**config.mk**
```make
export PLATFORM = sky130hd
export DESIGN_NAME = alu_result_stage
export DESIGN_NICKNAME = d
export VERILOG_FILES = /design/src/rtl/alu_result_stage.sv
export SDC_FILE = /design/constraint.sdc
export NUM_CORES = 1
export LEC_CHECK = 0
export BUFFER_PORTS_ARGS = -buffer_cell sky130_fd_sc_hd__buf_2
export CORE_MARGIN = 2
export CORE_UTILIZATION = 35
export DETAILED_ROUTE_END_ITERATION = 10
export GPL_TIMING_DRIVEN = 1
export PLACE_DENSITY_LB_ADDON = 0.2
export SLEW_MARGIN = 20
export SYNTH_ARGS = -nofsm -noshare
export SYNTH_HDL_FRONTEND = slang
export SYNTH_SLANG_ARGS = --single-unit
```
**constraint.sdc**
```tcl
create_clock -name clock -period 3.5 [get_ports clock]
set_input_delay 0.35 -clock clock [delete_from_list [all_inputs] [get_ports clock]]
set_output_delay 0.35 -clock clock [all_outputs]
set_load 0.05 [all_outputs]
```
**src/rtl/alu_result_stage.sv**
```systemverilog
// Result capture FIFO between the ALU datapath and the bus-side Z register consumer.
// Each entry holds the lo/hi result words, opcode tag, and zero/negative flags computed at push.
module alu_result_stage #(
    parameter int unsigned DATA_W = 32,
    parameter int unsigned DEPTH  = 2,
    parameter int unsigned OP_W   = 5
) (
    input  logic                     clock,
    input  logic                     clear,
    input  logic                     in_valid,
    output logic                     in_ready,
    input  logic [DATA_W-1:0]        in_lo,
    input  logic [DATA_W-1:0]        in_hi,
    input  logic                     in_wide,
    input  logic [OP_W-1:0]          in_op,
    output logic                     out_valid,
    input  logic                     out_ready,
    output logic [DATA_W-1:0]        out_lo,
    output logic [DATA_W-1:0]        out_hi,
    output logic [OP_W-1:0]          out_op,
    output logic                     out_zero,
    output logic                     out_neg,
    output logic [$clog2(DEPTH):0]   count
);

    localparam int unsigned PTR_W = $clog2(DEPTH);
    localparam int unsigned CNT_W = PTR_W + 1;

    typedef struct packed {
        logic [DATA_W-1:0] lo;
        logic [DATA_W-1:0] hi;
        logic [OP_W-1:0]   op;
        logic              zero;
        logic              neg;
    } entry_t;

    entry_t           mem_q [DEPTH];
    entry_t           new_entry;
    entry_t           head;
    logic [PTR_W-1:0] wr_ptr_q, wr_ptr_d;
    logic [PTR_W-1:0] rd_ptr_q, rd_ptr_d;
    logic [CNT_W-1:0] count_q, count_d;
    logic             push, pop;

    // Handshakes depend only on registered occupancy, never on the opposite side.
    assign in_ready  = (count_q < CNT_W'(DEPTH));
    assign out_valid = (count_q != '0);
    assign push      = in_valid & in_ready;
    assign pop       = out_valid & out_ready;

    always_comb begin
        new_entry      = '0;
        new_entry.lo   = in_lo;
        new_entry.hi   = in_wide ? in_hi : '0;
        new_entry.op   = in_op;
        new_entry.zero = (in_lo == '0) && (!in_wide || (in_hi == '0));
        new_entry.neg  = in_wide ? in_hi[DATA_W-1] : in_lo[DATA_W-1];
    end

    always_comb begin
        wr_ptr_d = wr_ptr_q;
        rd_ptr_d = rd_ptr_q;
        count_d  = count_q;
        if (push) begin
            wr_ptr_d = wr_ptr_q + PTR_W'(1);
        end
        if (pop) begin
            rd_ptr_d = rd_ptr_q + PTR_W'(1);
        end
        case ({push, pop})
            2'b10:   count_d = count_q + CNT_W'(1);
            2'b01:   count_d = count_q - CNT_W'(1);
            default: count_d = count_q;
        endcase
    end

    always_ff @(posedge clock) begin
        if (clear) begin
            wr_ptr_q <= '0;
            rd_ptr_q <= '0;
            count_q  <= '0;
            mem_q    <= '{default: '0};
        end else begin
            wr_ptr_q <= wr_ptr_d;
            rd_ptr_q <= rd_ptr_d;
            count_q  <= count_d;
            if (push) begin
                mem_q[wr_ptr_q] <= new_entry;
            end
        end
    end

    assign head     = mem_q[rd_ptr_q];
    assign out_lo   = head.lo;
    assign out_hi   = head.hi;
    assign out_op   = head.op;
    assign out_zero = head.zero;
    assign out_neg  = head.neg;
    assign count    = count_q;

endmodule

```
==> results of run 1 <==
worst paths after layout:
path / cells after the start / slack (ps) / start / to
setup reg to reg: 5 / 1320 / count[1]$_SDFFE_PP0P_ / mem_q[76]$_SDFFE_PP0P_
hold reg to reg: 2 / 450 / mem_q[97]$_SDFFE_PP0P_ / mem_q[97]$_SDFFE_PP0P_
setup / recovery: 2 / 960 / rd_ptr_q$_SDFFE_PP0P_ / out_zero
hold / removal: 2 / 160 / in_op[0] / mem_q[2]$_SDFFE_PP0P_
area by class of cell:
type                            instances  area (um^2)  share of cell area, %
Sequential cell                       146         2930                   39.9
Timing Repair Buffer                  155          821                   11.2
Inverter                                2         7.51                  0.102
Tap cell                              220          275                   3.76
Clock buffer                           23          498                   6.80
Clock inverter                          9          126                   1.72
Multi-Input combinational cell        397         2670                   36.5
synth_stat cells:
master	n
o41ai_2	1
nor2_2	1
nand2b_4	1
nand3_1	32
or2_2	3
a31oi_2	1
a21oi_1	71
and2_0	1
a32o_1	1
a211oi_1	1
buf_6	3
inv_1	2
dfxtp_1	146
buf_4	1
nand3b_1	1
o31ai_1	1
buf_1	3
o21a_1	1
mux2i_1	1
a22o_1	68
buf_2	29
ha_1	1
or3_1	1
clkbuf_1	15
xnor2_1	2
xor2_1	1
and2_1	1
nand4_1	4
mux2_2	71
o21ai_0	2
nand2_1	109
nor2_1	3
nor4_1	16
nor3b_2	1
state kept, by name (all words and copies together), names as in the netlist:
name and flops:
mem_q 142, count 2, rd_ptr_q 1, wr_ptr_q 1
cell families (layout without fill, tap and decap cells):
kind of cell    count (synthesis)  in the layout
fa+ha+maj                       1              1
xor+xnor                        3              3
flops                         146            146
buf+inv                        53            189
mux                            72             72
compound gates                147            147
simple gates                  174            174
report_power, final:
group	internal, mW	switching (mW)	leakage, nW	total, mW
combinational	0.502	1.05	1.63	1.55
sequential	1.84	0.228	1.19	2.06
clock	1.21	0.688	0.309	1.90
total	3.55	1.97	3.13	5.52
metal layers:
metal	wire, um	global-route usage [%]	vias to the layer above
met1	7570	23.3	2425
met3	1010	6.32	9
li1	-	-	2381
met2	7510	29.6	154
met5	0	0	-
met4	89	4.55	0
through the flow:
stage	utilization [%]	area (um^2)	hold WS [ps]	power, mW	worst slack [ps]
2_1_floorplan	-	5840	419	3.24	1430
3_3_place_gp	40.7	6700	435	3.64	1370
3_5_place_dp	40.7	6700	441	3.67	1310
4_1_cts	44.5	7330	130	5.58	935
5_1_grt	44.5	7330	137	5.77	877
6_report	44.5	7330	157	5.52	959
==> metrics.cfg, run 1 <==
[route]
viasPerCell=5.22
post_drt_wl_per_cell_um=17.0
drt-pass1-iter-count=6
drt_first_iter_violations=256
vias=4969
ant_nets=0
wl_mm=16.2
remaining_drc_errors=0

[power]
power.density_mw_per_mm2=753
power_leakage_nw=3.13
vdd_ir_drop_max_mv=0.334

[critical_path]
cp_num_buf_inv=1
arrival_ps=2190
path_cells=mux2_2 -> buf_2
cpPeakStageDelay_ps=1060
required_ps=3150
cp_max_fo=72
critPathSlowestCell=dfxtp_4
criticalPathCategory=reg -> out
cpLargestDelayFamily=flip-flops
startpoint_type=flop
worstSetupEndpointType=output pin

[timing]
setup-tns-final_ps=0
rsz0062_at_grt=no
clock_skew_ps=7.61
max-slew-margin-rel_pct=28.3
slew_violations=0
tightest_slew_ps=1070
setup_viol=0
fin_crit_ps=2540
max_clock_freq_mhz=393
post-route-period-util_pct=72.6
finalHoldViolCount=0

[synthesis]
synth-simple-area-share_pct=13.4
synth_mux_area_share_pct=13.9
avgSynthCellArea_um2=9.80
ys_seq_area_share_pct=50.1
synth_fa_ha_area_share_pct=0.214
yosysTopAreaCell=dfxtp_1
ys_types=34
syn_area_mm2=0.00584
synth_top_family_by_area=compound AO/OA/AOI/OAI gates
ys_ff_latch=146
ys_warn_count=0
yosysTopAreaCellShare_pct=50.1
synth_xor_xnor_area_share_pct=0.450
synthCells=596
syn_nets=671
synth_area_leaders=dfxtp_1 (50%), mux2_2 (14%), a22o_1 (10%), nand2_1 (7.0%), a21oi_1 (6.1%)
synth_compound_area_share_pct=17.5

[global_routing]
overflow=0
antenna_found_initial=0
grt_pass1_wl_mm=25.4
track_usage_pct=18.2
grt_pass1_vias=4948
grt_max_degree=73

[cells_and_area]
final_cell_mix=buf_2 (147), dfxtp_1 (145), nand2_1 (109)
num_antenna_cells=0
fillers=1667
layout_commonest_cell=buf_2
final_cell_count_no_fill=952
drive_above_1_share_pct=36.3
final_nets=794
area_growth_pct=25.5

[place]
gp_routability_congestion=0.771
port_buffers=148
dpl.hpwl_mm=10.3
dp_cells=920

[floorplanning]
pin_count=149
start_util_pct=35.5
die_h_um=133
coreArea_mm2=0.0165
dieArea_mm2=0.0177
row_count=47
die_w_um=133

[worst_hold_path]
hold_path.class=in -> reg

[clocking]
cts.hold.buffers_added=0
clk_latency_ps=410
clkSlewWorstSetupHoldPaths_ps=60
postCtsResizedCells=0
cts_made_buffers=17
post-cts-setup-buffer-count=0
htreeDepth=4
tritoncts=done
cts_sinks=146
root_buffer=clkbuf_16
cts_buffer_depth=2

[run_status]
run_status=complete, no violations

[run]
maxCapViolCount=0

Power figures use the tool's default switching activity.
==> run 2, diff against run 1 <==
- ABC_AREA: not set -> 1
- clock period: 3.5 -> 2.4 ns (I/O delays scaled with it)
==> metrics.cfg, run 2 <==
[run_status]
run_status=complete, no violations

[timing]
rsz0062_at_grt=no
max_clock_freq_mhz=442
slew_violations=0  ; unchanged
post-route-period-util_pct=94.2
max-slew-margin-rel_pct=49.5  ; +21 points
tightest_slew_ps=757  ; -318 ps
setup_viol=0  ; unchanged
clock_skew_ps=7.42  ; -0.188 ps
setup-tns-final_ps=0  ; unchanged
finalHoldViolCount=0  ; unchanged
fin_crit_ps=2260

[synthesis]
yosysTopAreaCellShare_pct=47.4  ; -2.7 points
ys_types=24  ; -29%
syn_nets=915  ; +36%
synthCells=840  ; +41%
ys_warn_count=0  ; unchanged
async_flop_share_pct=0  ; unchanged
synth_common_cells=o21ai_0 (184), nand2_1 (170), dfxtp_1 (146)
synth-main-ff-cell=dfxtp_1
synth_area_leaders=dfxtp_1 (47%), o21ai_0 (15%), nand2_1 (10%), inv_1 (6.6%), a21oi_1 (6.1%)
ys_seq_area_share_pct=47.4  ; -2.7 points
syn_area_mm2=0.00617  ; +5.7%
avgSynthCellArea_um2=7.34  ; -25%
synth-edff-count=0  ; unchanged
post-synth-top-count-cell=o21ai_0
ys_ff_latch=146  ; unchanged
yosysTopAreaCell=dfxtp_1

[cells_and_area]
final_cell_count_no_fill=1197  ; +26%
layout_commonest_cell=o21ai_0
fillers=1831  ; +9.8%
final_cell_mix=o21ai_0 (184), nand2_1 (170), buf_2 (148)
final_nets=1034  ; +30%
area_growth_pct=23.7
largest_reg_flops=142  ; unchanged
largest_register=mem_q
drive_above_1_share_pct=24.4  ; -12 points
fin_util_pct=44.3  ; -0.25 points
design_area_mm2=0.00763  ; +4.1%
num_antenna_cells=0  ; unchanged

[clocking]
clk_latency_ps=420  ; about the same
root_buffer=clkbuf_16
postCtsResizedCells=0  ; unchanged
cts_sinks=146  ; unchanged
clkSlewWorstSetupHoldPaths_ps=60  ; about the same
post-cts-setup-buffer-count=0  ; unchanged
cts_buffer_depth=2  ; unchanged
cts_made_buffers=17  ; unchanged
cts.hold.buffers_added=0  ; unchanged
tritoncts=done
htreeDepth=4  ; unchanged

[floorplanning]
pin_count=149  ; unchanged
die_h_um=137  ; +2.7%
coreArea_mm2=0.0172  ; +4.7%
dieArea_mm2=0.0187  ; +5.5%
die_w_um=137  ; +2.7%
row_count=48  ; +2.1%
start_util_pct=35.8  ; +0.33 points

[global_routing]
grt_pass1_wl_mm=25.5  ; +0.30%
grt_pass1_vias=5180  ; +4.7%
overflow=0  ; unchanged
grt_max_degree=97  ; +33%
track_usage_pct=17.4  ; -0.86 points
antenna_found_initial=1  ; +1

[worst_hold_path]
min_from=in_op[2]
hold_path.class=in -> reg

[route]
remaining_drc_errors=0  ; unchanged
drt-pass1-iter-count=4  ; -2
wl_mm=15.9  ; -1.5%
viasPerCell=4.67  ; -11%
drt_first_iter_violations=270  ; +5.5%
vias=5588  ; +12%
post_drt_wl_per_cell_um=13.3  ; -22%
ant_nets=0  ; unchanged

[critical_path]
arrival_ps=2020  ; -170 ps
required_ps=2160  ; -990 ps
worstSetupEndpointType=output pin
crit_path_start=rd_ptr_q$_SDFFE_PP0P_
r2r_start=count[1]$_SDFFE_PP0P_
startpoint_type=flop
criticalPathCategory=reg -> out
cp_max_fo=40  ; -44%

[power]
power.density_mw_per_mm2=1050  ; +39%
power_leakage_nw=3.32  ; +6.0%
vdd_ir_drop_max_mv=0.457  ; +37%

[place]
placed_area_mm2=0.00702  ; +4.7%
dp_cells=1165  ; +27%
gp_routability_congestion=0.722  ; -6.4%
port_buffers=148  ; unchanged
dpl.hpwl_mm=10.2  ; -1.2%

[run]
maxCapViolCount=0  ; unchanged

run 2: path summary, 6_finish.rpt:
path | cells past startpoint | to | slack [ps]
max | 3 | out_hi[25] | 140
min | 3 | mem_q[75]$_SDFFE_PP0P_ | 80
max reg2reg | 6 | mem_q[123]$_SDFFE_PP0P_ | 760
min reg2reg | 2 | mem_q[9]$_SDFFE_PP0P_ | 450
run 2: cell type report:
type | count | area (um^2) | share of cell area [%]
Sequential cell | 146 | 2930 | 38.4
Multi-Input combinational cell | 524 | 2530 | 33.1
Timing Repair Buffer | 156 | 851 | 11.2
Clock buffer | 20 | 457 | 5.99
Inverter | 114 | 430 | 5.64
Tap cell | 225 | 282 | 3.69
Clock inverter | 12 | 155 | 2.03
run 2: report_power, final:
| group | switching, mW | internal, mW |
|---|---|---|
| Combinational | 1.81 | 0.532 |
| Sequential | 0.189 | 2.73 |
| Clock | 1.04 | 1.69 |
run 2: logic make-up (layout without fill, tap and decap cells):
family	after synthesis	in the layout	synth area share, %
AND/OR/NAND/NOR	231	231	15.7
AO/OA/AOI/OAI	292	292	25.0
adder cells (fa/ha/maj)	1	1	0.203
flip-flops	146	146	47.4
buffers and inverters	170	302	11.8
run 2: metrics by stage:
step	hold WS [ps]	worst slack, ps	total power [mW]
finish	82.4	138	7.99
global route	88.6	12.0	8.41
CTS	66.3	122	8.08
detailed placement	445	584	5.33
global placement	437	590	5.32
floorplan	383	79.5	4.77
run 2: routing by layer:
layer  global-route usage, %  routed length [um]
met3                    4.41                 895
met2                    28.0                7130
met4                    5.56                 198
met1                    22.7                7690
met5                       0                  13
run 2: worst max-delay path, cell delays in order, from the launching register on:
cell      delay [ps]
dfxtp_4          600
clkinv_1         370
o21ai_0          320
buf_2            310
==> run 3, diff against run 2 <==
- clock period: 2.4 -> 2 ns (I/O delays scaled with it)
==> metrics.cfg, run 3 (same netlist as run 2, synthesis figures left out) <==
[run_status]
run_status=complete, no violations

[place]
dpl.hpwl_mm=10.2  ; +0.52%
dp_cells=1170  ; +0.43%
port_buffers=148  ; unchanged
placed_area_mm2=0.00710  ; +1.1%
gp_routability_congestion=0.741  ; +2.6%

[timing]
rsz0062_at_grt=no
max-slew-margin-rel_pct=66.3  ; +17 points
fin_crit_ps=1860
setup-tns-final_ps=0  ; unchanged
slew_violations=0  ; unchanged
max_clock_freq_mhz=537
finalHoldViolCount=0  ; unchanged
clock_skew_ps=7.09  ; -0.329 ps
post-route-period-util_pct=93.2
tightest_slew_ps=506  ; -251 ps
setup_viol=0  ; unchanged

[global_routing]
grt_pass1_vias=5060  ; -2.3%
track_usage_pct=16.9  ; -0.42 points
grt_max_degree=95  ; -2.1%
antenna_found_initial=0  ; -1
grt_pass1_wl_mm=24.9  ; -2.4%
overflow=0  ; unchanged

[cells_and_area]
largest_register=mem_q
fillers=1808  ; -1.3%
num_antenna_cells=0  ; unchanged
final_cell_mix=o21ai_0 (184), nand2_1 (169), buf_2 (144)
final_cell_count_no_fill=1203  ; +0.50%
area_growth_pct=24.3
multi_input_area_mm2=0.00253  ; about the same
drive_above_1_share_pct=25.3  ; +0.87 points
register_area_mm2=0.00293  ; about the same
layout_commonest_cell=o21ai_0
final_nets=1040  ; +0.58%
largest_reg_flops=142  ; unchanged
design_area_mm2=0.00767  ; +0.52%

[clocking]
tritoncts=done
clkSlewWorstSetupHoldPaths_ps=60  ; about the same
cts_buffer_depth=2  ; unchanged
cts_made_buffers=17  ; unchanged
cts_sinks=146  ; unchanged
root_buffer=clkbuf_16
htreeDepth=4  ; unchanged
cts.hold.buffers_added=0  ; unchanged
clk_latency_ps=410  ; about the same

[route]
drt_first_iter_violations=250  ; -7.4%
remaining_drc_errors=0  ; unchanged
vias=5540  ; -0.86%
ant_nets=0  ; unchanged
drt-pass1-iter-count=5  ; +1
post_drt_wl_per_cell_um=13.1  ; -1.8%
viasPerCell=4.61  ; -1.4%
wl_mm=15.7  ; -1.3%

[power]
vdd_ir_drop_max_mv=0.599  ; +31%
total_power_mw=9.34  ; +17%
power.density_mw_per_mm2=1220  ; +16%
power_leakage_nw=3.33  ; +0.32%

[floorplanning]
dieArea_mm2=0.0187  ; unchanged
row_count=48  ; unchanged
die_w_um=137  ; unchanged
coreArea_mm2=0.0172  ; unchanged
pin_count=149  ; unchanged
die_h_um=137  ; unchanged
start_util_pct=35.8  ; unchanged

[critical_path]
arrival_ps=1660  ; -360 ps
startpoint_type=flop
timing.rr.end=count[1]$_SDFFE_PP0P_
r2r_start=count[1]$_SDFFE_PP0P_
cp_max_fo=47  ; +18%
criticalPathCategory=reg -> out
reg2reg_depth=9  ; +3
required_ps=1800  ; -360 ps
crit_path_start=rd_ptr_q$_SDFFE_PP0P_
r2r_slack_ps=500  ; -260 ps
worstSetupEndpointType=output pin
worstSetupEndpoint=out_lo[30]

[run]
maxCapViolCount=0  ; unchanged

[worst_hold_path]
hold_path.class=in -> reg

==> run 3: cell types whose count changed in the layout (fill, tap and decap cells not counted), sizes merged <==
cell      change
clkbuf        +1
clkinvlp      +3
buf           +4
bufinv        -2
==> run 3: layout make-up <==
cell class,instances,share of cell area [%]
clock inverter,13,1.44
clock buffer,19,5.78
tap,225,3.67
multi-input combinational,524,33.0
sequential,146,38.2
inverter,114,5.63
timing repair buffer,162,12.3
==> run 3: worst min-delay path by stage <==
stage,startpoint,end,depth (start not counted)
5_1_grt,in_op[1],mem_q[74]$_SDFFE_PP0P_,3
6_report,in_op[1],mem_q[74]$_SDFFE_PP0P_,3
3_5_place_dp,mem_q[0]$_SDFFE_PP0P_,mem_q[0]$_SDFFE_PP0P_,2
3_3_place_gp,mem_q[2]$_SDFFE_PP0P_,mem_q[2]$_SDFFE_PP0P_,2
2_1_floorplan,in_op[4],mem_q[77]$_SDFFE_PP0P_,2
4_1_cts,in_op[1],mem_q[74]$_SDFFE_PP0P_,3
==> run 3: layer usage <==
metal  track usage, %  wire length [um]  up-vias
li1                 -                 -     2951
met1             22.9              7550     2425
met2             26.7              7130      157
met3             4.81               968        7
met4             4.11                75        0
met5                0                 0        -
==> run 3: worst max-delay path, stage by stage, from the launching register on <==
cell and delay, ps:
dfxtp_4 410, buf_12 190, o21ai_0 310, buf_2 330
==> run 3: through the flow <==
step | utilization [%] | setup WS, ps | hold slack, ps
2_1_floorplan | - | 35.4 | 343
3_3_place_gp | 41.2 | 365 | 439
3_5_place_dp | 41.2 | 411 | 445
4_1_cts | 44.4 | 29.7 | 27.4
5_1_grt | 44.5 | 23.9 | 31.4
6_report | 44.5 | 137 | 43.9
==> run 3: power breakdown <==
group          switching (mW)  internal, mW
Combinational            2.21         0.700
Clock                    1.21          1.74
Sequential              0.196          3.28
==> run 3: timing repair <==
item / CTS / global route
setup endpoints to repair: 2 / 28
buffers inserted: 0 / 1
resized for setup: 3 / 2
